`config.mk`:
```
export PLATFORM = sky130hd
export DESIGN_NAME = wb_arbiter_w
export DESIGN_NICKNAME = d
export VERILOG_FILES = /design/src/rtl/wb_arbiter_w.sv
export SDC_FILE = /design/constraint.sdc
export NUM_CORES = 1
export LEC_CHECK = 0
export BUFFER_PORTS_ARGS = -buffer_cell sky130_fd_sc_hd__buf_2
export CELL_PAD_IN_SITES_DETAIL_PLACEMENT = 0
export CELL_PAD_IN_SITES_GLOBAL_PLACEMENT = 1
export CORE_AREA = 4 4 115 117
export DETAILED_ROUTE_END_ITERATION = 7
export DIE_AREA = 0 0 119 121
export GPL_ROUTABILITY_DRIVEN = 0
export HOLD_SLACK_MARGIN = 0.08
export PLACE_DENSITY = 0.75
export SYNTH_ARGS = -nofsm -noshare
export SYNTH_HDL_FRONTEND = slang
export SYNTH_SLANG_ARGS = --single-unit
```
`constraint.sdc`:
```
create_clock -name clk -period 2.7 [get_ports clk]
set_clock_uncertainty 0.15 [all_clocks]
set_input_delay 0.54 -clock clk [delete_from_list [all_inputs] [get_ports clk]]
set_output_delay 0.54 -clock clk [all_outputs]
set_load 0.03 [all_outputs]
```
`src/rtl/wb_arbiter_w.sv`:
```
// Round-robin Wishbone arbiter: NUM_MASTERS masters share one slave port, ownership held for a whole CYC.
// Define WB_ARB_TIMEOUT_EN to compile in the stall watchdog that aborts a stuck transfer with ERR.
module wb_arbiter_w #(
   parameter int unsigned NUM_MASTERS    = 2,
   parameter int unsigned WB_ADDR_WIDTH  = 32,
   parameter int unsigned WB_DATA_WIDTH  = 32,
   parameter int unsigned TIMEOUT_CYCLES = 255
) (
   input  logic                                     clk,
   input  logic                                     rst,
   input  logic [NUM_MASTERS*WB_ADDR_WIDTH-1:0]     m_ADR,
   input  logic [NUM_MASTERS*WB_DATA_WIDTH-1:0]     m_DAT_W,
   input  logic [NUM_MASTERS*(WB_DATA_WIDTH/8)-1:0] m_SEL,
   input  logic [NUM_MASTERS-1:0]                   m_WE,
   input  logic [NUM_MASTERS*3-1:0]                 m_CTI,
   input  logic [NUM_MASTERS*2-1:0]                 m_BTE,
   input  logic [NUM_MASTERS-1:0]                   m_CYC,
   input  logic [NUM_MASTERS-1:0]                   m_STB,
   output logic [WB_DATA_WIDTH-1:0]                 m_DAT_R,
   output logic [NUM_MASTERS-1:0]                   m_ACK,
   output logic [NUM_MASTERS-1:0]                   m_ERR,
   output logic [WB_ADDR_WIDTH-1:0]                 s_ADR,
   output logic [WB_DATA_WIDTH-1:0]                 s_DAT_W,
   output logic [WB_DATA_WIDTH/8-1:0]               s_SEL,
   output logic                                     s_WE,
   output logic [2:0]                               s_CTI,
   output logic [1:0]                               s_BTE,
   output logic                                     s_CYC,
   output logic                                     s_STB,
   input  logic [WB_DATA_WIDTH-1:0]                 s_DAT_R,
   input  logic                                     s_ACK,
   input  logic                                     s_ERR,
   output logic [NUM_MASTERS-1:0]                   gnt
);

   localparam int unsigned SW = WB_DATA_WIDTH / 8;
   localparam int unsigned IW = (NUM_MASTERS > 1) ? $clog2(NUM_MASTERS) : 1;

   if (NUM_MASTERS < 1 || NUM_MASTERS > 8) begin : g_bad_masters
      $error("wb_arbiter_w: NUM_MASTERS must be 1..8");
   end
   if (TIMEOUT_CYCLES < 1 || TIMEOUT_CYCLES > 65535) begin : g_bad_timeout
      $error("wb_arbiter_w: TIMEOUT_CYCLES must be 1..65535");
   end

   typedef enum logic [1:0] {
      IDLE = 2'd0,
      OWN  = 2'd1
`ifdef WB_ARB_TIMEOUT_EN
      , TERM = 2'd2
`endif
   } state_t;

   state_t                 state, state_n;
   logic [IW-1:0]          owner, owner_n;
   logic [IW-1:0]          last, last_n;
   logic [NUM_MASTERS-1:0] gnt_n;
   logic [IW-1:0]          pick, cand;
   logic                   found;
   logic                   arb;
`ifdef WB_ARB_TIMEOUT_EN
   logic [15:0]            cnt, cnt_n;
`endif

   // Per-master views of the flattened request buses
   logic [WB_ADDR_WIDTH-1:0] adr_a  [NUM_MASTERS];
   logic [WB_DATA_WIDTH-1:0] datw_a [NUM_MASTERS];
   logic [SW-1:0]            sel_a  [NUM_MASTERS];
   logic [2:0]               cti_a  [NUM_MASTERS];
   logic [1:0]               bte_a  [NUM_MASTERS];

   for (genvar g = 0; g < NUM_MASTERS; g++) begin : g_slice
      assign adr_a[g]  = m_ADR[g*WB_ADDR_WIDTH +: WB_ADDR_WIDTH];
      assign datw_a[g] = m_DAT_W[g*WB_DATA_WIDTH +: WB_DATA_WIDTH];
      assign sel_a[g]  = m_SEL[g*SW +: SW];
      assign cti_a[g]  = m_CTI[g*3 +: 3];
      assign bte_a[g]  = m_BTE[g*2 +: 2];
   end

   assign m_DAT_R = s_DAT_R;

   // Round-robin scan starting just after the last winner
   always_comb begin
      found = 1'b0;
      pick  = '0;
      cand  = '0;
      for (int unsigned i = 1; i <= NUM_MASTERS; i++) begin
         cand = IW'((32'(last) + i) % NUM_MASTERS);
         if (!found && m_CYC[cand]) begin
            found = 1'b1;
            pick  = cand;
         end
      end
   end

   // Next-state and slave/master steering
   always_comb begin
      state_n = state;
      owner_n = owner;
      last_n  = last;
      gnt_n   = gnt;
      arb     = 1'b0;
`ifdef WB_ARB_TIMEOUT_EN
      cnt_n   = '0;
`endif
      s_ADR   = '0;
      s_DAT_W = '0;
      s_SEL   = '0;
      s_WE    = 1'b0;
      s_CTI   = '0;
      s_BTE   = '0;
      s_CYC   = 1'b0;
      s_STB   = 1'b0;
      m_ACK   = '0;
      m_ERR   = '0;

      if (state != IDLE) begin
         s_ADR   = adr_a[owner];
         s_DAT_W = datw_a[owner];
         s_SEL   = sel_a[owner];
         s_WE    = m_WE[owner];
         s_CTI   = cti_a[owner];
         s_BTE   = bte_a[owner];
      end

      case (state)
         IDLE: arb = 1'b1;
         OWN: begin
            s_CYC        = m_CYC[owner];
            s_STB        = m_STB[owner] & m_CYC[owner];
            m_ACK[owner] = s_ACK;
            m_ERR[owner] = s_ERR;
            if (!m_CYC[owner]) begin
               arb = 1'b1;
            end
`ifdef WB_ARB_TIMEOUT_EN
            else if (s_STB && !s_ACK && !s_ERR) begin
               if (cnt == 16'(TIMEOUT_CYCLES - 1)) begin
                  state_n = TERM;
               end else begin
                  cnt_n = cnt + 16'd1;
               end
            end
`endif
         end
`ifdef WB_ARB_TIMEOUT_EN
         // One-cycle abort: slave sees the cycle withdrawn, owner sees ERR
         TERM: begin
            m_ERR[owner] = 1'b1;
            if (!m_CYC[owner]) begin
               arb = 1'b1;
            end else begin
               state_n = OWN;
            end
         end
`endif
         default: state_n = IDLE;
      endcase

      if (arb) begin
         if (found) begin
            state_n = OWN;
            owner_n = pick;
            last_n  = pick;
            gnt_n   = NUM_MASTERS'(1) << pick;
         end else begin
            state_n = IDLE;
            gnt_n   = '0;
         end
      end
   end

   always_ff @(posedge clk or posedge rst) begin
      if (rst) begin
         state <= IDLE;
         owner <= '0;
         last  <= IW'(NUM_MASTERS - 1);
         gnt   <= '0;
`ifdef WB_ARB_TIMEOUT_EN
         cnt   <= '0;
`endif
      end else begin
         state <= state_n;
         owner <= owner_n;
         last  <= last_n;
         gnt   <= gnt_n;
`ifdef WB_ARB_TIMEOUT_EN
         cnt   <= cnt_n;
`endif
      end
   end

endmodule

```
==> metrics.md, run 1 <==
| Metric | Value |
|---|---|
| Max-slew headroom | `74.0%` |
| Mapped Avg Cell Area | `about 8.1 µm²` |
| Worst setup startpoint | `owner$_DFFE_PP0P_` |
| Largest area contributor in the netlist | `mux2i_1` |
| Largest family of logic cells by synthesized area | `multiplexers` |
| Drt wl/cell | `12.9 µm` |
| Post-Synth XOR/XNOR Area | `0%` |
| Number of synthesized flops with an enable pin | `0` |
| Post-Synth Simple-Gate Area | `29.5%` |
| GR Util All Layers | `9.30%` |
| Crit path max fanout | `48` |
| Synth cell count leaders | `77 x nor2b_1, 74 x mux2i_1, 33 x buf_4` |
| Syn-to-layout area delta | `59.4%` |
| Post-route ant nets | `0` |
| Iter 0 DRT Violations | `75` |
| Setup TNS | `0 ns` |
| Top post-synthesis cells by area | `mux2i_1 39%, nor2b_1 25%, buf_4 13%` |
| Measured slew at the worst slew-check pin | `0.389 ns` |
| Final period util | `94.3%` |
| CTS root buf | `clkbuf_16` |
| Routed via count | `2321` |
| Final hold vios | `0` |
| DP Area | `2950 µm²` |
| CTS Buf Count | `3` |
| Reg clk slew, reported paths | `about 0.030 ns` |
| Global-route wire length before repair | `11.1 mm` |
| N_diodes | `0` |
| IO buf count | `237` |
| PostCTS Resize Cnt | `0` |
| Die width | `119 µm` |
| Worst R2R Setup Slack | `1.39 ns` |
| Setup violators final | `0` |
| Chip height | `~120 µm` |
| CTS sink cnt | `5` |
| Antenna violations before repair | `0` |
| Yosys cell types | `23` |
| Compound-Gate Fraction of Synth Area | `between 3 and 4%` |
| Synth async-reset ratio | `100%` |
| Dpl cells | `597` |
| CTS tree | `done` |
| Util after Layout | `around 25%` |
| Static leakage | `0.00173 µW` |
| Cells after synthesis | `235` |
| Max-cap violation count | `0` |
| Post-synthesis sequential area ratio | `roughly 6.6%` |
| Origin of the critical flop-to-flop path | `owner$_DFFE_PP0P_` |
| Number of synthesis warnings | `0` |
| Worst path required time | `2.01 ns` |
| Post-CTS setup buffer count | `0` |
| WS Path Type | `reg2out` |
| Status | `complete, no violations` |
| Pwr Total | `1240 µW` |
| Worst-skew pair later-pin latency | `around 0.23 ns` |
| Crit path capture type | `primary output` |
| Layout fillers | `approximately 1400` |
| H-Tree Depth | `1` |
| Power per cell area | `409 nW/µm²` |
| Effective utilization at floorplan | `15.4%` |
| Row cnt | `roughly 40` |
| VDD IR max | `203 µV` |
| Final WL | `7.74 mm` |
| RSZ-0062 raised after global routing | `false` |
| Worst hold-check path type | `reg2reg` |
| Synth Net Count | `around 420` |
| Non-Filler Cell Area, Final | `3040 µm²` |
| Vias per cell | `3.86` |
| Gr ovfl total | `0` |
| Die area | `about 14000 µm²` |
| Worst Reg-to-Reg Cells | `3` |
| Nets | `roughly 620` |
| Worst path arrival time | `1.86 ns` |
| Largest net degree at the start of global routing | `53` |
| DR DRC count | `0` |
| Ratio of cells with drive above 1 in the final layout | `57.7%` |
| FF+latch count, synth | `5` |
| Number of global-route vias before repair | `2280` |
| Peak Freq | `between 300 and 400 MHz` |
| Post-DP HPWL | `about 6.6 mm` |
| Worst setup path end | `s_ADR[2]` |
| Core area | `12400 µm²` |
| Ports | `302` |
| DRT Pass-1 Iters | `2` |
| Cell Count, Final, Fillers Out | `~600` |
| Max clock buf depth | `2` |
| Fin. max-slew vios | `0` |
| Minimum clock period | `2.55 ns` |
| Area share of fa/ha/maj cells after synthesis | `0%` |
| Mapped cell area | `between 1500 and 2000 µm²` |
| Most frequent cell after synthesis | `nor2b_1` |
| CP startpoint kind | `flip-flop` |
| Top_reg_cell synth | `dfrtp_1` |
| R2R Path End | `gnt[0]$_DFFE_PP0P_` |
| Area share of the largest cell type after synthesis | `38.8%` |
| Post-synthesis mux area share | `38.8%` |
kinds of logic after synthesis:
kind of cell / count (synthesis)
flip-flops: 5
buffers and inverters: 52
multiplexers: 74
AO/OA/AOI/OAI: 12
AND/OR/NAND/NOR: 92
routing by layer:
layer | GRT usage (%) | vias to the layer above | share of wire [%]
met4 | 2.03 | 0 | 1.3
met2 | 18.7 | 149 | 54
met1 | 9.44 | 1014 | 35
met5 | 0 | - | 0
met3 | 2.52 | 16 | 10
li1 | - | 1142 | -
layout make-up:
class | count | area, µm² | area share (%)
Sequential cell | 5 | 131 | 4.32
Timing Repair Buffer | 242 | 1240 | 40.7
Clock buffer | 4 | 78.8 | 2.59
Tap cell | 172 | 215 | 7.07
Inverter | 1 | 3.75 | 0.123
Multi-Input combinational cell | 178 | 1380 | 45.2
flip-flops by register name (all words and copies together), names as in the netlist:
name   count
gnt        2
state      1
owner      1
last       1
timing repair:
| item | 4_1_cts | 5_1_grt |
|---|---|---|
| endpoints found under the setup margin | 0 | 0 |
| hold buffers | 1 | 0 |
| hold endpoints to repair | 2 | 0 |
how the worst min path moves through the flow:
stage	depth (start not counted)	to	from	slack, ns
6_report	2	gnt[1]$_DFFE_PP0P_	gnt[1]$_DFFE_PP0P_	0.38
3_5_place_dp	2	owner$_DFFE_PP0P_	rst	0.31
5_1_grt	2	gnt[0]$_DFFE_PP0P_	gnt[0]$_DFFE_PP0P_	0.41
2_1_floorplan	1	gnt[0]$_DFFE_PP0P_	rst	0.17
4_1_cts	2	gnt[1]$_DFFE_PP0P_	gnt[1]$_DFFE_PP0P_	0.38
3_3_place_gp	2	owner$_DFFE_PP0P_	rst	0.32
stage by stage:
step	worst slack [ns]	hold WS (ns)
2_1_floorplan	0.564	0.168
3_3_place_gp	0.373	0.319
3_5_place_dp	0.350	0.314
4_1_cts	0.111	0.379
5_1_grt	0.0612	0.413
6_report	0.153	0.377
critical path, cell delays in order, from the launching register on:
cell and delay (ns):
dfrtp_4 0.64, buf_12 0.34, mux2i_1 0.33, nor2b_1 0.07, buf_2 0.18
cell usage in the layout, fill, tap and decap left out:
master         instances
clkbuf_1               1
dfrtp_4                1
dfrtp_2                1
a21oi_1                5
dfstp_2                1
nor2_1                 2
inv_1                  1
dfrtp_1                2
and2_1                 1
nand2b_1               2
buf_4                  3
a22oi_1                1
and3_1                 2
o21ai_0                3
mux2i_1               74
clkbuf_16              3
o21a_1                 1
nand2_1                5
buf_2                237
o2bb2ai_1              1
o211ai_1               1
or2_2                  1
and3b_1                2
dlygate4sd3_1          1
nor2b_1               77
buf_12                 1
report_power, final:
group          leakage (µW)  switching (µW)  internal [µW]
Clock             0.0000382            49.8            196
Sequential        0.0000562            26.7           90.5
Combinational       0.00164             535            346
Power figures use the tool's default switching activity.
==> run 2: changes to the inputs <==
==> constraint.sdc (replaced) <==
create_clock -name clk -period 2.4 [get_ports clk]
set_clock_uncertainty 0.15 [all_clocks]
set_input_delay 0.48 -clock clk [delete_from_list [all_inputs] [get_ports clk]]
set_output_delay 0.48 -clock clk [all_outputs]
set_load 0.03 [all_outputs]
==> run 2 against run 1 <==
Highest routed layer unchanged. Die area unchanged. Utilization increased by 0.20 points. Via count decreased by 1.6%. Sequential power about the same. First-iteration DRC count decreased by 16%. Clock power increased by 11%. Largest cell class unchanged. Critical endpoint is now s_ADR[28].
==> metrics.md, run 2 (synthesis gave the netlist of run 1 again) <==
| Metric | Value |
|---|---|
| Fin. max-slew vios | `0` |
| Vias per cell | `between 3 and 4` |
| Util after Layout | `between 20% and 30%` |
| PostCTS Resize Cnt | `0` |
| Power per cell area | `458 nW/µm²` |
| Ratio of cells with drive above 1 in the final layout | `between 50% and 60%` |
| Crit path max fanout | `34` |
| Core area | `roughly 12000 µm²` |
| Startpoint of the worst hold path | `m_CYC[0]` |
| Register bank with the most flops | `gnt` |
| CTS root buf | `clkbuf_16` |
| Hold endpoint | `last$_DFFE_PP1P_` |
| VDD IR max | `between 200 and 250 µV` |
| Worst path arrival time | `1.48 ns` |
| H-Tree Depth | `1` |
| Row cnt | `41` |
| Nets | `619` |
| Non-Filler Cell Area, Final | `3070 µm²` |
| CP max-delay cell | `dfrtp_4` |
| Fin Hold WS | `around 0.37 ns` |
| Number of global-route vias before repair | `around 2300` |
| Iter 0 DRT Violations | `63` |
| Max-cap violation count | `0` |
| Final hold vios | `0` |
| Max clock buf depth | `2` |
| Setup TNS | `0 ns` |
| WS Path Type | `reg2out` |
| R2R Path End | `last$_DFFE_PP1P_` |
| Post-DP HPWL | `6.35 mm` |
| IO buf count | `237` |
| Minimum clock period | `around 2.1 ns` |
| Reg clk slew, reported paths | `0.03 ns` |
| Largest delay share family, worst path | `flip-flops` |
| Chip height | `121 µm` |
| Final WL | `roughly 7.4 mm` |
| RSZ-0062 raised after global routing | `false` |
| Max-slew headroom | `between 80% and 90%` |
| Post-route ant nets | `0` |
| Worst hold stages | `2` |
| Drt wl/cell | `12.3 µm` |
| Worst path required time | `1.77 ns` |
| DP Area | `approximately 3000 µm²` |
| Worst hold-check path type | `in2reg` |
| Most frequent cells in the layout | `237 x buf_2, 77 x nor2b_1, 74 x mux2i_1` |
| FF/Latch Area | `roughly 130 µm²` |
| Antenna violations before repair | `0` |
| Static leakage | `0.00175 µW` |
| Layout fillers | `1331` |
| CP startpoint kind | `flip-flop` |
| Pwr Total | `1410 µW` |
| CTS sink cnt | `5` |
| Die area | `14400 µm²` |
| Routed via count | `2284` |
| Peak Freq | `between 400 and 500 MHz` |
| CTS Buf Count | `3` |
| Leading cell type in the layout, fill and taps excluded | `buf_2` |
| N_diodes | `0` |
| Global-route wire length before repair | `11.0 mm` |
| Origin of the critical flop-to-flop path | `owner$_DFFE_PP0P_` |
| DRT Pass-1 Iters | `3` |
| Die width | `119 µm` |
| Status | `complete, no violations` |
| DR DRC count | `0` |
| Max reg flops | `2` |
| Measured slew at the worst slew-check pin | `0.267 ns` |
| Worst-skew pair later-pin latency | `0.23 ns` |
| Ports | `302` |
| Worst Reg-to-Reg Cells | `4` |
| Effective utilization at floorplan | `between 10% and 20%` |
| GR Util All Layers | `under 10%` |
| Setup violators final | `0` |
| Gr ovfl total | `0` |
| Crit path capture type | `primary output` |
| Crit-path max cell delay | `0.51 ns` |
| Syn-to-layout area delta | `60.7%` |
| Worst R2R Setup Slack | `1.07 ns` |
| CTS tree | `done` |
| Post-CTS setup buffer count | `0` |
| Final period util | `88.1%` |
| Area of the multi-input gates | `roughly 1400 µm²` |
| Cells along the critical path | `buf_12, mux2i_1, nor2b_1, buf_2` |
| Largest net degree at the start of global routing | `88` |
| CP Buf/Inv Count | `2` |
## run 2: cell count changes in the layout (fill, tap and decap cells not counted)
cell	before	now
buf_12	1	3
buf_4	3	1
## run 2: cell type report
type,instances,area share (%)
sequential,5,4.28
clock buffer,4,2.57
timing repair buffer,242,41.2
inverter,1,0.122
tap,172,7.01
multi-input combinational,178,44.8
## run 2: what timing repair did
| item | CTS | global route |
|---|---|---|
| endpoints found under the setup margin | 0 | 0 |
| hold buffers | 1 | 0 |
| endpoints found under the hold margin | 4 | 0 |
## run 2: how the worst max path moves through the flow
| stage | from | end | slack (ns) | depth (start not counted) |
|---|---|---|---|---|
| after detailed placement | m_CYC[0] | s_STB | 0.41 | 5 |
| after global routing | owner$_DFFE_PP0P_ | s_DAT_W[29] | 0.19 | 4 |
| after global placement | m_CYC[0] | s_STB | 0.43 | 5 |
| after CTS | owner$_DFFE_PP0P_ | s_ADR[30] | 0.27 | 4 |
| final | owner$_DFFE_PP0P_ | s_ADR[28] | 0.29 | 4 |
| after floorplan | m_CYC[0] | s_STB | 0.38 | 4 |
## run 2: power breakdown
part	switching [µW]	internal [µW]
logic	617	399
registers	13.4	102
clock network	53.4	220
## run 2: per-stage QoR
stage,cells,setup WS [ns]
final,602,0.287
after global routing,602,0.191
after CTS,602,0.272
after detailed placement,597,0.411
after global placement,597,0.426
after floorplan,235,0.384
## run 2: per-layer routing
layer	GRT usage (%)	share of wire (%)
met1	9.61	34
met4	1.16	0.83
met5	0	0
met2	17.7	54
met3	2.94	10
## run 2: worst reg2reg max path, cell delays in order (launching register included)
cell and delay, ns:
dfrtp_4 0.51, buf_12 0.21, o21ai_0 0.19, a21oi_1 0.09
a21oi_1 0.12
==> run 3: changes to the inputs <==
--- a/config.mk
+++ b/config.mk
@@ -14,6 +14,7 @@
 export GPL_ROUTABILITY_DRIVEN = 0
 export HOLD_SLACK_MARGIN = 0.08
 export PLACE_DENSITY = 0.75
+export SETUP_SLACK_MARGIN = 0.4
 export SYNTH_ARGS = -nofsm -noshare
 export SYNTH_HDL_FRONTEND = slang
 export SYNTH_SLANG_ARGS = --single-unit
==> run 3 against run 2 <==
Utilization up 5.5 points. Sequential share of layout area fell by 0.78 points. Clock-buffer cell count is the same. Clock power barely moved. Non-clock buffer count up 19. Hold slack improved by 0.012 ns. Total power up 26%. First-iteration DRC count fell by 59%. Critical path type unchanged. Critical endpoint is now s_DAT_W[22]. Largest cell class is now non-clock buffers. Largest power group unchanged.
==> metrics.md, run 3 (synthesis gave the netlist of run 1 again) <==
| Metric | Value |
|---|---|
| H-Tree Depth | `1` |
| Vias per cell | `3.96` |
| Number of global-route vias before repair | `2650` |
| Syn-to-layout area delta | `96.4%` |
| Clk pwr share | `15.4%` |
| Post-route ant nets | `0` |
| VDD IR max | `213 µV` |
| Antenna violations before repair | `0` |
| Worst hold-check path type | `reg2reg` |
| CP startpoint kind | `flip-flop` |
| CTS root buf | `clkbuf_16` |
| Pwr Total | `1780 µW` |
| Sw frac | `between 40% and 50%` |
| Row cnt | `between 40 and 50` |
| Routed via count | `roughly 2500` |
| GR Util All Layers | `12.0%` |
| Crit path capture type | `primary output` |
| Nets | `about 640` |
| Iter 0 DRT Violations | `26` |
| Ports | `approximately 300` |
| Origin of the critical flop-to-flop path | `owner$_DFFE_PP0P_` |
| CTS Buf Count | `3` |
| Power per cell area | `474 nW/µm²` |
| Fin Hold WS | `about 0.38 ns` |
| R2R Path End | `last$_DFFE_PP1P_` |
| DR DRC count | `0` |
| Ratio of cells with drive above 1 in the final layout | `61.2%` |
| Effective utilization at floorplan | `~15%` |
| Worst path arrival time | `1.52 ns` |
| Max clock buf depth | `2` |
| Chip height | `121 µm` |
| Register bank with the most flops | `gnt` |
| Max-cap violation count | `0` |
| Worst path required time | `1.77 ns` |
| Int Power | `998 µW` |
| CTS tree | `done` |
| Layout fillers | `1299` |
| Most frequent cells in the layout | `157 x buf_2, 79 x buf_4, 74 x nor2b_1` |
| Reg power frac | `under 10%` |
| Worst hold stages | `2` |
| Max reg flops | `2` |
| Static leakage | `~0.002 µW` |
| Die width | `119 µm` |
| Hold endpoint | `gnt[0]$_DFFE_PP0P_` |
| Measured slew at the worst slew-check pin | `0.291 ns` |
| Status | `complete, no violations` |
| Core area | `12400 µm²` |
| Post-DP HPWL | `6.61 mm` |
| N_diodes | `0` |
| RSZ-0062 raised after global routing | `true` |
| Peak Freq | `465 MHz` |
| Final WL | `approximately 9.6 mm` |
| Setup violators final | `0` |
| CTS sink cnt | `5` |
| Final period util | `89.5%` |
| Worst R2R Setup Slack | `0.69 ns` |
| WS Path Type | `reg2out` |
| Startpoint of the worst hold path | `gnt[0]$_DFFE_PP0P_` |
| Gr ovfl total | `0` |
| Psw | `778 µW` |
| IO buf count | `237` |
| Reg clk slew, reported paths | `about 0.030 ns` |
| Minimum clock period | `~2.1 ns` |
| Max-slew headroom | `~80%` |
| Die area | `14400 µm²` |
| Leading cell type in the layout, fill and taps excluded | `buf_2` |
| Largest net degree at the start of global routing | `88` |
| Final hold vios | `0` |
| Combinational power share | `78.0%` |
| Worst-skew pair later-pin latency | `about 0.23 ns` |
| Global-route wire length before repair | `13.7 mm` |
| Worst Reg-to-Reg Cells | `7` |
| Fin. max-slew vios | `0` |
| Crit path max fanout | `5` |
| Setup TNS | `0 ns` |
| DRT Pass-1 Iters | `4` |
| Drt wl/cell | `15.4 µm` |
[run 3: worst max-delay path, cell delays in order (launching register included)]
cell     delay [ns]
dfrtp_4        0.53
buf_12         0.16
buf_16         0.14
mux2i_4        0.18
nor2b_2        0.11
buf_4          0.16
[run 3: stage by stage]
step                setup WS, ns  instances  area, µm²  utilization [%]
finish                     0.252        621       3750             30.3
global route               0.202        621       3750             30.3
CTS                        0.262        619       3680             29.7
detailed placement         0.418        596       2970             24.1
global placement           0.438        596       2970             24.1
floorplan                  0.521        235       1910                -
[run 3: area by class of cell]
type	instances	area [µm²]	share of cell area (%)
tap	172	215	5.74
sequential	5	131	3.50
timing repair buffer	261	1900	50.8
inverter	1	3.75	0.100
multi-input combinational	178	1420	37.8
clock buffer	4	78.8	2.10
[run 3: worst max path at each step]
stage                              to               from
final                     s_DAT_W[22]  owner$_DFFE_PP0P_
after global routing      s_DAT_W[28]  owner$_DFFE_PP0P_
after CTS                 s_DAT_W[22]  owner$_DFFE_PP0P_
after detailed placement        s_STB           m_CYC[0]
after global placement          s_STB           m_CYC[0]
after floorplan                 s_STB           m_CYC[0]
[run 3: metal layers]
metal | wire, µm | track usage [%]
met1 | 3140 | 11.4
met5 | 0 | 0
met4 | 127 | 2.75
met3 | 814 | 2.94
met2 | 5500 | 25.1
[run 3: timing repair]
action	CTS	global route
endpoints found under the hold margin	4	0
setup buffers	8	1
resized for setup	97	15
setup endpoints to repair	76	80
hold buffers	1	0
pin swaps	1	0
cloned	10	1
[run 3: power groups by stage]
| stage | registers [µW] | logic, µW | clock network (µW) |
|---|---|---|---|
| 2_1_floorplan | 120 | 821 | 0 |
| 3_3_place_gp | 117 | 1010 | 0 |
| 3_5_place_dp | 120 | 1020 | 0 |
| 4_1_cts | 118 | 1370 | 278 |
| 5_1_grt | 120 | 1470 | 286 |
| 6_report | 119 | 1390 | 273 |
